--- config.mk ---
export PLATFORM = sky130hd
export DESIGN_NAME = instr_fetch_unit
export DESIGN_NICKNAME = d
export VERILOG_FILES = /design/src/rtl/fetch_pkg.sv /design/src/rtl/fetch_fifo.sv /design/src/rtl/instr_fetch_unit.sv
export SDC_FILE = /design/constraint.sdc
export NUM_CORES = 1
export LEC_CHECK = 0
export ABC_AREA = 1
export BUFFER_PORTS_ARGS = -buffer_cell sky130_fd_sc_hd__buf_2
export CORE_AREA = 5 5 227 229
export DETAILED_ROUTE_END_ITERATION = 7
export DIE_AREA = 0 0 232 234
export GPL_TIMING_DRIVEN = 0
export PLACE_DENSITY = 0.52
export SLEW_MARGIN = 20
export SYNTH_ARGS = -nofsm -noshare
export SYNTH_HDL_FRONTEND = slang
export SYNTH_HIERARCHICAL = 1
export SYNTH_SLANG_ARGS = --single-unit
--- constraint.sdc ---
create_clock -name clock -period 9.7 [get_ports clock]
set_input_delay 1.455 -clock clock [delete_from_list [all_inputs] [get_ports clock]]
set_output_delay 1.455 -clock clock [all_outputs]
set_load 0.02 [all_outputs]
--- src/rtl/fetch_pkg.sv ---
// rtl/fetch_pkg.sv - shared types and constants for the instruction fetch unit
package fetch_pkg;

    localparam int INSTR_BYTES  = 4;
    localparam int ENTRY_ADDR_W = 32;
    localparam int ENTRY_DATA_W = 32;

    typedef enum logic [1:0] {
        IDLE  = 2'd0,
        BUSY  = 2'd1,
        FLUSH = 2'd2
    } fetch_state_t;

    typedef struct packed {
        logic [ENTRY_ADDR_W-1:0] pc;
        logic [ENTRY_DATA_W-1:0] instr;
    } fetch_entry_t;

endpackage

--- src/rtl/fetch_fifo.sv ---
// rtl/fetch_fifo.sv - synchronous FIFO of fetched {pc, instr} pairs with flush
module fetch_fifo #(
    parameter  int ADDR_W = 32,
    parameter  int DATA_W = 32,
    parameter  int DEPTH  = 4,
    localparam int PTR_W  = $clog2(DEPTH),
    localparam int CNT_W  = PTR_W + 1
) (
    input  logic              clock,
    input  logic              reset,
    input  logic              push,
    input  logic              pop,
    input  logic              flush,
    input  logic [ADDR_W-1:0] push_pc,
    input  logic [DATA_W-1:0] push_instr,
    output logic [ADDR_W-1:0] head_pc,
    output logic [DATA_W-1:0] head_instr,
    output logic [CNT_W-1:0]  count
);

    logic [ADDR_W-1:0] pc_mem    [DEPTH];
    logic [DATA_W-1:0] instr_mem [DEPTH];
    logic [PTR_W-1:0]  rd_ptr;
    logic [PTR_W-1:0]  wr_ptr;
    logic              do_pop;

    assign do_pop     = pop && (count != '0);
    assign head_pc    = pc_mem[rd_ptr];
    assign head_instr = instr_mem[rd_ptr];

    // Flush discards occupancy but keeps storage; only reset zeroes the head.
    always_ff @(posedge clock) begin
        if (reset) begin
            rd_ptr <= '0;
            wr_ptr <= '0;
            count  <= '0;
            for (int i = 0; i < DEPTH; i++) begin
                pc_mem[i]    <= '0;
                instr_mem[i] <= '0;
            end
        end else if (flush) begin
            rd_ptr <= '0;
            wr_ptr <= '0;
            count  <= '0;
        end else begin
            if (push) begin
                pc_mem[wr_ptr]    <= push_pc;
                instr_mem[wr_ptr] <= push_instr;
                wr_ptr            <= wr_ptr + 1'b1;
            end
            if (do_pop) begin
                rd_ptr <= rd_ptr + 1'b1;
            end
            if (push && !do_pop) begin
                count <= count + 1'b1;
            end else if (!push && do_pop) begin
                count <= count - 1'b1;
            end
        end
    end

    always_ff @(posedge clock) begin
        if (!reset && !flush && push) begin
            assert (count != CNT_W'(DEPTH));
        end
    end

endmodule

--- src/rtl/instr_fetch_unit.sv ---
// rtl/instr_fetch_unit.sv - single-outstanding instruction fetcher feeding decode through a FIFO
module instr_fetch_unit
    import fetch_pkg::*;
#(
    parameter int                ADDR_W     = 32,
    parameter int                DATA_W     = 32,
    parameter int                FIFO_DEPTH = 4,
    parameter logic [ADDR_W-1:0] RESET_PC   = '0
) (
    input  logic              clock,
    input  logic              reset,
    input  logic              redirect_valid,
    input  logic [ADDR_W-1:0] redirect_pc,
    output logic              imem_req,
    output logic [ADDR_W-1:0] imem_addr,
    input  logic              imem_ack,
    input  logic [DATA_W-1:0] imem_rdata,
    output logic              inst_valid,
    input  logic              inst_ready,
    output logic [DATA_W-1:0] inst_data,
    output logic [ADDR_W-1:0] inst_pc
);

    localparam int                CNT_W      = $clog2(FIFO_DEPTH) + 1;
    localparam logic [CNT_W-1:0]  FULL_COUNT = CNT_W'(FIFO_DEPTH);
    localparam logic [ADDR_W-1:0] STEP       = ADDR_W'(INSTR_BYTES);

    fetch_state_t      state;
    logic [ADDR_W-1:0] fetch_pc;
    logic [ADDR_W-1:0] req_addr;
    logic [ADDR_W-1:0] next_pc;
    logic [ADDR_W-1:0] redirect_target;
    logic [CNT_W-1:0]  count;
    logic              push;
    logic              pop;
    logic              stay_busy;

    assign imem_req        = (state == BUSY) || (state == FLUSH);
    assign imem_addr       = req_addr;
    assign inst_valid      = (count != '0);
    assign pop             = inst_valid && inst_ready;
    assign push            = (state == BUSY) && imem_ack && !redirect_valid;
    assign next_pc         = fetch_pc + STEP;
    assign redirect_target = {redirect_pc[ADDR_W-1:2], 2'b00};
    // After this cycle's push there is still room if a pop frees a slot or we were two short.
    assign stay_busy       = pop || (count < FULL_COUNT - 1'b1);

    always_ff @(posedge clock) begin
        if (reset) begin
            state    <= IDLE;
            fetch_pc <= RESET_PC;
            req_addr <= RESET_PC;
        end else begin
            if (redirect_valid) begin
                fetch_pc <= redirect_target;
            end
            case (state)
                IDLE: begin
                    if (!redirect_valid && count < FULL_COUNT) begin
                        state    <= BUSY;
                        req_addr <= fetch_pc;
                    end
                end
                BUSY: begin
                    if (imem_ack && redirect_valid) begin
                        state <= IDLE;
                    end else if (imem_ack) begin
                        fetch_pc <= next_pc;
                        req_addr <= next_pc;
                        state    <= stay_busy ? BUSY : IDLE;
                    end else if (redirect_valid) begin
                        state <= FLUSH;
                    end
                end
                FLUSH: begin
                    // The stale request must still complete; its data is discarded.
                    if (imem_ack) begin
                        state <= IDLE;
                    end
                end
                default: state <= IDLE;
            endcase
        end
    end

    fetch_fifo #(
        .ADDR_W (ADDR_W),
        .DATA_W (DATA_W),
        .DEPTH  (FIFO_DEPTH)
    ) u_fifo (
        .clock      (clock),
        .reset      (reset),
        .push       (push),
        .pop        (pop),
        .flush      (redirect_valid),
        .push_pc    (fetch_pc),
        .push_instr (imem_rdata),
        .head_pc    (inst_pc),
        .head_instr (inst_data),
        .count      (count)
    );

endmodule

==> flow_summary_export.csv, run 1 <==
group,metric,value,unit
floorplanning,io_pins,167,
sta,min_period_over_period,42.1,%
clock_network,cts_made_buffers,38,
outcome,outcome,"finished, final reports clean",
synth,syn-num-nets,1683,
drt,drc_errors,0,
floorplanning,die_h,234,microns
clock_network,cts.sinks,331,
clock_network,htree_levels,2,
clock_network,clkTransAtPathRegs,0.06,ns
setup_path,crit_arrival,4.31,ns
synth,yosysTopAreaCell,"edfxtp_1",
floorplanning,die_w,232,microns
place,dp_hpwl,32300,microns
place,gp_congestion,0.851,
synth,synth.area.mux_share,0,%
power_and_ir_drop,power,3.80,mW
global_route,grt_antenna_before_repair,1,
drt,viasPerCell,4.73,
final_layout,layout_commonest_cell,"nor2_1",
worst_hold_path,whs_path_depth,2,
power_and_ir_drop,ir_worst_vdd,0.123,mV
global_route,grt_pass1_vias,11912,
final_layout,fill_cells,5164,
setup_path,crit_required,9.93,ns
final_layout,nets,1896,
setup_path,path_cells,"buf_2 -> buf_2 -> nor2_8 -> clkbuf_1 -> nand2_1 -> inv_1 -> nand3_1 -> buf_2 -> buf_2 -> nand2_4 -> buf_12",
final_layout,area_growth,20.1,%
setup_path,crit_family,"buffers and inverters",
synth,syn_inst,1608,
global_route,grt_max_degree,40,
setup_path,cp_slowest_cell,"clkbuf_1",
floorplanning,die_area,54300,sq um
setup_path,r2r_cells,13,
setup_path,crit_path_max_incr_delay,0.58,ns
setup_path,path_common_cell,"buf_2",
synth,ys_types,36,
clock_network,root_buffer,"clkbuf_16",
drt,vias,11925,
power_and_ir_drop,leakagePower,7.30,nW
clock_network,ctsHoldBuffers,0,
clock_network,cts_tree,"done",
setup_path,crit_cells,11,
flow_run,cap_violations,0,
synth,synth_area,15100,sq um
synth,seq_area_frac_synth,61.0,%
power_and_ir_drop,p_per_area,210,nW/um^2
sta,slew_headroom,50.4,%
synth,synth_top_family_by_area,"simple AND/OR/NAND/NOR gates",
synth,synthSimpleGateAreaFrac,18.1,%
final_layout,final_cell_mix,"424 x nor2_1, 256 x edfxtp_1, 206 x buf_2, 182 x nand2_1, 137 x o21ai_0",
floorplanning,coreArea,49500,sq um
sta,hold-worst-slack,0.508,ns
drt,wl_per_cell,18.6,microns
sta,fin_setup_tns,0,ns
global_route,overflow,0,
setup_path,cp-end-kind,"register",
drt,drtAntennaViolNets,0,
sta,fin_crit,4.08,ns
global_route,track_usage,16.9,%
drt,drtIter0Drc,889,
clock_network,ctsResizeCount,0,
sta,skew,0.0209,ns
synth,yosys_warnings,6,
place,placement.io_buffers,164,
clock_network,cts_max_path_buffers,3,
setup_path,critPathBufInv,7,
clock_network,postCtsSetupRepairBufs,0,
synth,syn_avg_cell_area,9.37,sq um
synth,synth_xor_area_share,0.980,%
sta,tightest_slew,0.744,ns
final_layout,layout-drive-gt1-share,17.2,%
floorplanning,core.rowCount,82,
synth,synth_compound_area_share,12.6,%
drt,routed_wl,46900,microns
sta,hold_violations,0,
drt,drt-pass1-iter-count,5,
setup_path,worstPathMaxFanout,34,
sta,maxSlewViolCount,0,
place,dp_cells,2453,
setup_path,worstSetupPathType,"primary input to register",
clock_network,clkLatencyLatePin,0.56,ns
synth,yosysTopAreaCellShare,51.0,%
setup_path,startpoint_type,"primary input",
worst_hold_path,hold_path_class,"register to register",
floorplanning,start_util,30.5,%
sta,setup_viol,0,
final_layout,fin_cells,2520,
synth,synthTopCellsByArea,"edfxtp_1 51%, nor2_1 11%, dfxtp_1 10%",
global_route,grt_pass1_wl,70900,microns
sta,rsz0062_at_grt,"false",
sta,fmax,245,MHz
synth,synth_fa_ha_area_share,0.548,%
synth,ys_ff_latch,331,
final_layout,fin_util,36.6,%
## area by class of cell
type | count | area (sq um) | share of cell area, %
inverter | 129 | 489 | 2.70
sequential | 331 | 9190 | 50.8
multi-input combinational | 1048 | 4880 | 27.0
clock buffer | 50 | 1050 | 5.81
clock inverter | 16 | 131 | 0.726
buffer | 100 | 537 | 2.97
timing repair buffer | 173 | 972 | 5.37
antenna | 1 | 2.50 | 0.0138
tap | 672 | 841 | 4.65
## layer usage
| layer | share of wire [%] | wire length (microns) | vias to the layer above | global-route usage (%) |
|---|---|---|---|---|
| li1 | - | - | 5837 | - |
| met1 | 43 | 20200 | 5638 | 22.2 |
| met2 | 48 | 22700 | 384 | 28.9 |
| met3 | 6.3 | 2950 | 66 | 3.18 |
| met4 | 2.3 | 1060 | 0 | 4.63 |
| met5 | 0 | 0 | - | 0 |
## state kept, by name (all words and copies together) (netlist names), named ones only
signal	cells
fetch_pc	32
u_fifo/count	3
imem_addr	32
state	2
u_fifo/wr_ptr	2
u_fifo/instr_mem	128
u_fifo/pc_mem	128
u_fifo/rd_ptr	2
## worst paths after layout
check	start	endpoint	slack [ns]
setup / recovery	redirect_valid	u_fifo/pc_mem[1][27]	5.62
hold / removal	u_fifo/rd_ptr[1]	u_fifo/rd_ptr[1]	0.51
setup reg to reg	state[1]	u_fifo/pc_mem[1][27]	6.10
hold reg to reg	u_fifo/rd_ptr[1]	u_fifo/rd_ptr[1]	0.51
## Yosys cell counts
cell type and count:
a21oi_1 77, a22oi_1 2, a311oi_1 2, a31oi_1 17, and2_1 3, buf_1 3
buf_2 42, buf_4 3, buf_6 13, clkbuf_1 39, dfxtp_1 75, edfxtp_1 256
fa_1 1, ha_1 5, inv_1 125, inv_2 2, inv_4 2, nand2_1 185
nand2_2 5, nand2_4 4, nand3_1 28, nand3b_1 2, nand4_1 1, nor2_1 424
nor2_2 4, nor2_4 8, nor2_8 2, nor3_1 3, o21ai_0 137, o21ai_1 56
o22ai_1 64, o31ai_1 1, or2_2 1, xnor2_1 6, xor2_1 9, xor2_2 1
## tightest hold or removal path: stages, from the launching register on
cell,delay (ns)
dfxtp_1,0.32
nand2_1,0.06
a21oi_1,0.07
## through the flow
step	instance area, sq um	setup slack, ns
floorplan	15100	2.11
global placement	16700	-2.41
detailed placement	16900	5.05
CTS	18100	5.61
global route	18100	5.41
finish	18100	5.62
## cells by family after synthesis
group                    Yosys count
AO/OA/AOI/OAI                    356
XOR/XNOR                          16
adder cells (fa/ha/maj)            6
buffers and inverters            229
flip-flops                       331
AND/OR/NAND/NOR                  670
## power by group
group	total (mW)	leakage (nW)	internal [mW]	switching (mW)
Sequential	1.73	3.26	1.65	0.0812
Clock	1.38	0.573	0.794	0.590
Combinational	0.681	3.46	0.205	0.475
Total	3.80	7.30	2.65	1.15
Power figures use the tool's default switching activity.
==> inputs of run 2 (changes only) <==
Settings changed: PLACE_DENSITY 0.52 to 0.54.
Clock period 9.7 ns to 3.63 ns, I/O delays scaled along.
==> flow_summary_export.csv, run 2 (synthesized netlist as in run 1, its figures left out) <==
group,metric,value,unit
outcome,outcome,"finished, final reports clean",
setup_path,crit_arrival,3.29,ns
place,dpl_worst_slack,-0.126,ns
sta,tightest_slew,0.791,ns
floorplanning,die_w,232,microns
worst_hold_path,hold_path_class,"primary input to register",
sta,slew_headroom,47.3,%
final_layout,layout_commonest_cell,"nor2_1",
clock_network,cts.sinks,331,
drt,wl_per_cell,18.8,microns
drt,vias,12021,
clock_network,clkLatencyLatePin,0.56,ns
clock_network,ctsHoldBuffers,0,
drt,drtIter0Drc,1054,
final_layout,final_area,18000,sq um
floorplanning,die_h,234,microns
flow_run,cap_violations,0,
setup_path,cp_slowest_cell,"nand2_4",
sta,rsz0062_at_grt,"false",
power_and_ir_drop,leakagePower,7.27,nW
clock_network,postCtsSetupRepairBufs,0,
drt,viasPerCell,4.77,
sta,hold_violations,0,
setup_path,cp-end-kind,"register",
drt,drc_errors,0,
clock_network,cts_max_path_buffers,3,
setup_path,timing.rr.start,"state[1]",
place,dp_hpwl,32400,microns
setup_path,r2r-end,"u_fifo/pc_mem[1][28]",
sta,worst_slack,0.570,ns
power_and_ir_drop,ir_worst_vdd,0.348,mV
place,dp_cells,2452,
sta,skew,0.0265,ns
setup_path,worstPathMaxFanout,33,
global_route,grt_max_degree,39,
sta,maxSlewViolCount,0,
floorplanning,start_util,30.5,%
final_layout,fin_util,36.5,%
drt,drt-pass1-iter-count,5,
worst_hold_path,worstHoldStart,"redirect_pc[6]",
sta,hold-worst-slack,0.285,ns
clock_network,clkTransAtPathRegs,0.06,ns
worst_hold_path,min_to,"fetch_pc[6]",
drt,drtAntennaViolNets,0,
sta,min_period_over_period,84.3,%
global_route,grt_pass1_wl,70800,microns
final_layout,seqCellArea,9190,sq um
final_layout,top_regs,"u_fifo/instr_mem x128, u_fifo/pc_mem x128",
final_layout,fill_cells,5107,
clock_network,cts_made_buffers,38,
sta,fin_crit,3.06,ns
setup_path,r2r_slack,0.57,ns
floorplanning,io_pins,167,
power_and_ir_drop,p_per_area,557,nW/um^2
clock_network,cts_tree,"done",
global_route,track_usage,17.1,%
setup_path,worstSetupPathType,"register to register",
final_layout,multi_input_area,4880,sq um
setup_path,crit_path_max_incr_delay,0.42,ns
final_layout,nets,1894,
worst_hold_path,whs_path_depth,3,
floorplanning,die_area,54300,sq um
clock_network,root_buffer,"clkbuf_16",
global_route,grt_pass1_vias,11843,
final_layout,layout-drive-gt1-share,17.0,%
place,placement.io_buffers,164,
setup_path,startpoint_type,"register",
place,place_area,16900,sq um
place,gp_congestion,0.889,
floorplanning,core.rowCount,82,
sta,fin_setup_tns,0,ns
final_layout,fin_cells,2521,
sta,fmax,327,MHz
setup_path,r2r_cells,12,
final_layout,area_growth,19.8,%
setup_path,crit_required,3.86,ns
drt,routed_wl,47300,microns
power_and_ir_drop,power,10.1,mW
global_route,grt_antenna_before_repair,3,
sta,setup_viol,0,
final_layout,final_cell_mix,"424 x nor2_1, 256 x edfxtp_1, 206 x buf_2, 182 x nand2_1, 137 x o21ai_0",
global_route,overflow,0,
clock_network,htree_levels,2,
setup_path,path_cells,"inv_1 -> ha_1 -> buf_4 -> nand2_4 -> nor2_8 -> nand2_1 -> inv_1 -> nand3_1 -> buf_2 -> buf_2 -> nand2_4 -> buf_12",
floorplanning,coreArea,49500,sq um
==> run 2: changes by cell type in the layout (fill, tap and decap cells not counted), sizes merged <==
cell / previous run / this run
clkinvlp: 3 / 1
buf: 234 / 233
clkbuf: 89 / 88
clkinv: 9 / 12
diode: 1 / 3
==> run 2: worst max-delay path by stage <==
stage / start / to / slack, ns / cells past startpoint
detailed placement: redirect_valid / u_fifo/pc_mem[1][28] / -0.13 / 11
finish: state[1] / u_fifo/pc_mem[1][28] / 0.57 / 12
CTS: register / inst_pc[18] / 0.47 / 6
global route: state[1] / u_fifo/pc_mem[1][28] / 0.35 / 12
global placement: redirect_valid / u_fifo/pc_mem[1][27] / -1.85 / 10
floorplan: redirect_valid / u_fifo/instr_mem[1][0] / -0.05 / 9
==> run 2: repair_timing <==
item | 4_1_cts | 5_1_grt
gates resized for setup | 0 | 0
hold endpoints to repair | 0 | 0
setup endpoints to repair | 8 | 0
==> run 2: metal layers <==
layer	wire length, microns	up-vias	share of wire [%]	track usage (%)
li1	-	5836	-	-
met1	20600	5778	44	22.7
met2	23000	349	49	28.7
met3	2830	58	6.0	3.22
met4	920	0	1.9	4.63
met5	0	-	0	0
==> run 2: area by class of cell <==
| type | count | share of cell area, % |
|---|---|---|
| Inverter | 129 | 2.71 |
| Multi-Input combinational cell | 1048 | 27.1 |
| Buffer | 99 | 2.95 |
| Antenna cell | 3 | 0.0416 |
| Sequential cell | 331 | 50.9 |
| Timing Repair Buffer | 172 | 5.28 |
| Tap cell | 672 | 4.66 |
| Clock inverter | 17 | 0.707 |
| Clock buffer | 50 | 5.64 |
==> run 2: critical path: cells and delay by family, from the launching register on <==
kind | cells | cell delay, ns
adder cells (fa/ha/maj) | 1 | 0.16
buffers and inverters | 6 | 1.14
flip-flops | 1 | 0.31
AND/OR/NAND/NOR | 5 | 1.07
==> run 2: where the power goes <==
| group | switching (mW) | total [mW] | leakage [nW] | internal (mW) |
|---|---|---|---|---|
| clock | 1.54 | 3.60 | 0.560 | 2.05 |
| sequential | 0.221 | 4.63 | 3.26 | 4.41 |
| combinational | 1.28 | 1.82 | 3.45 | 0.546 |
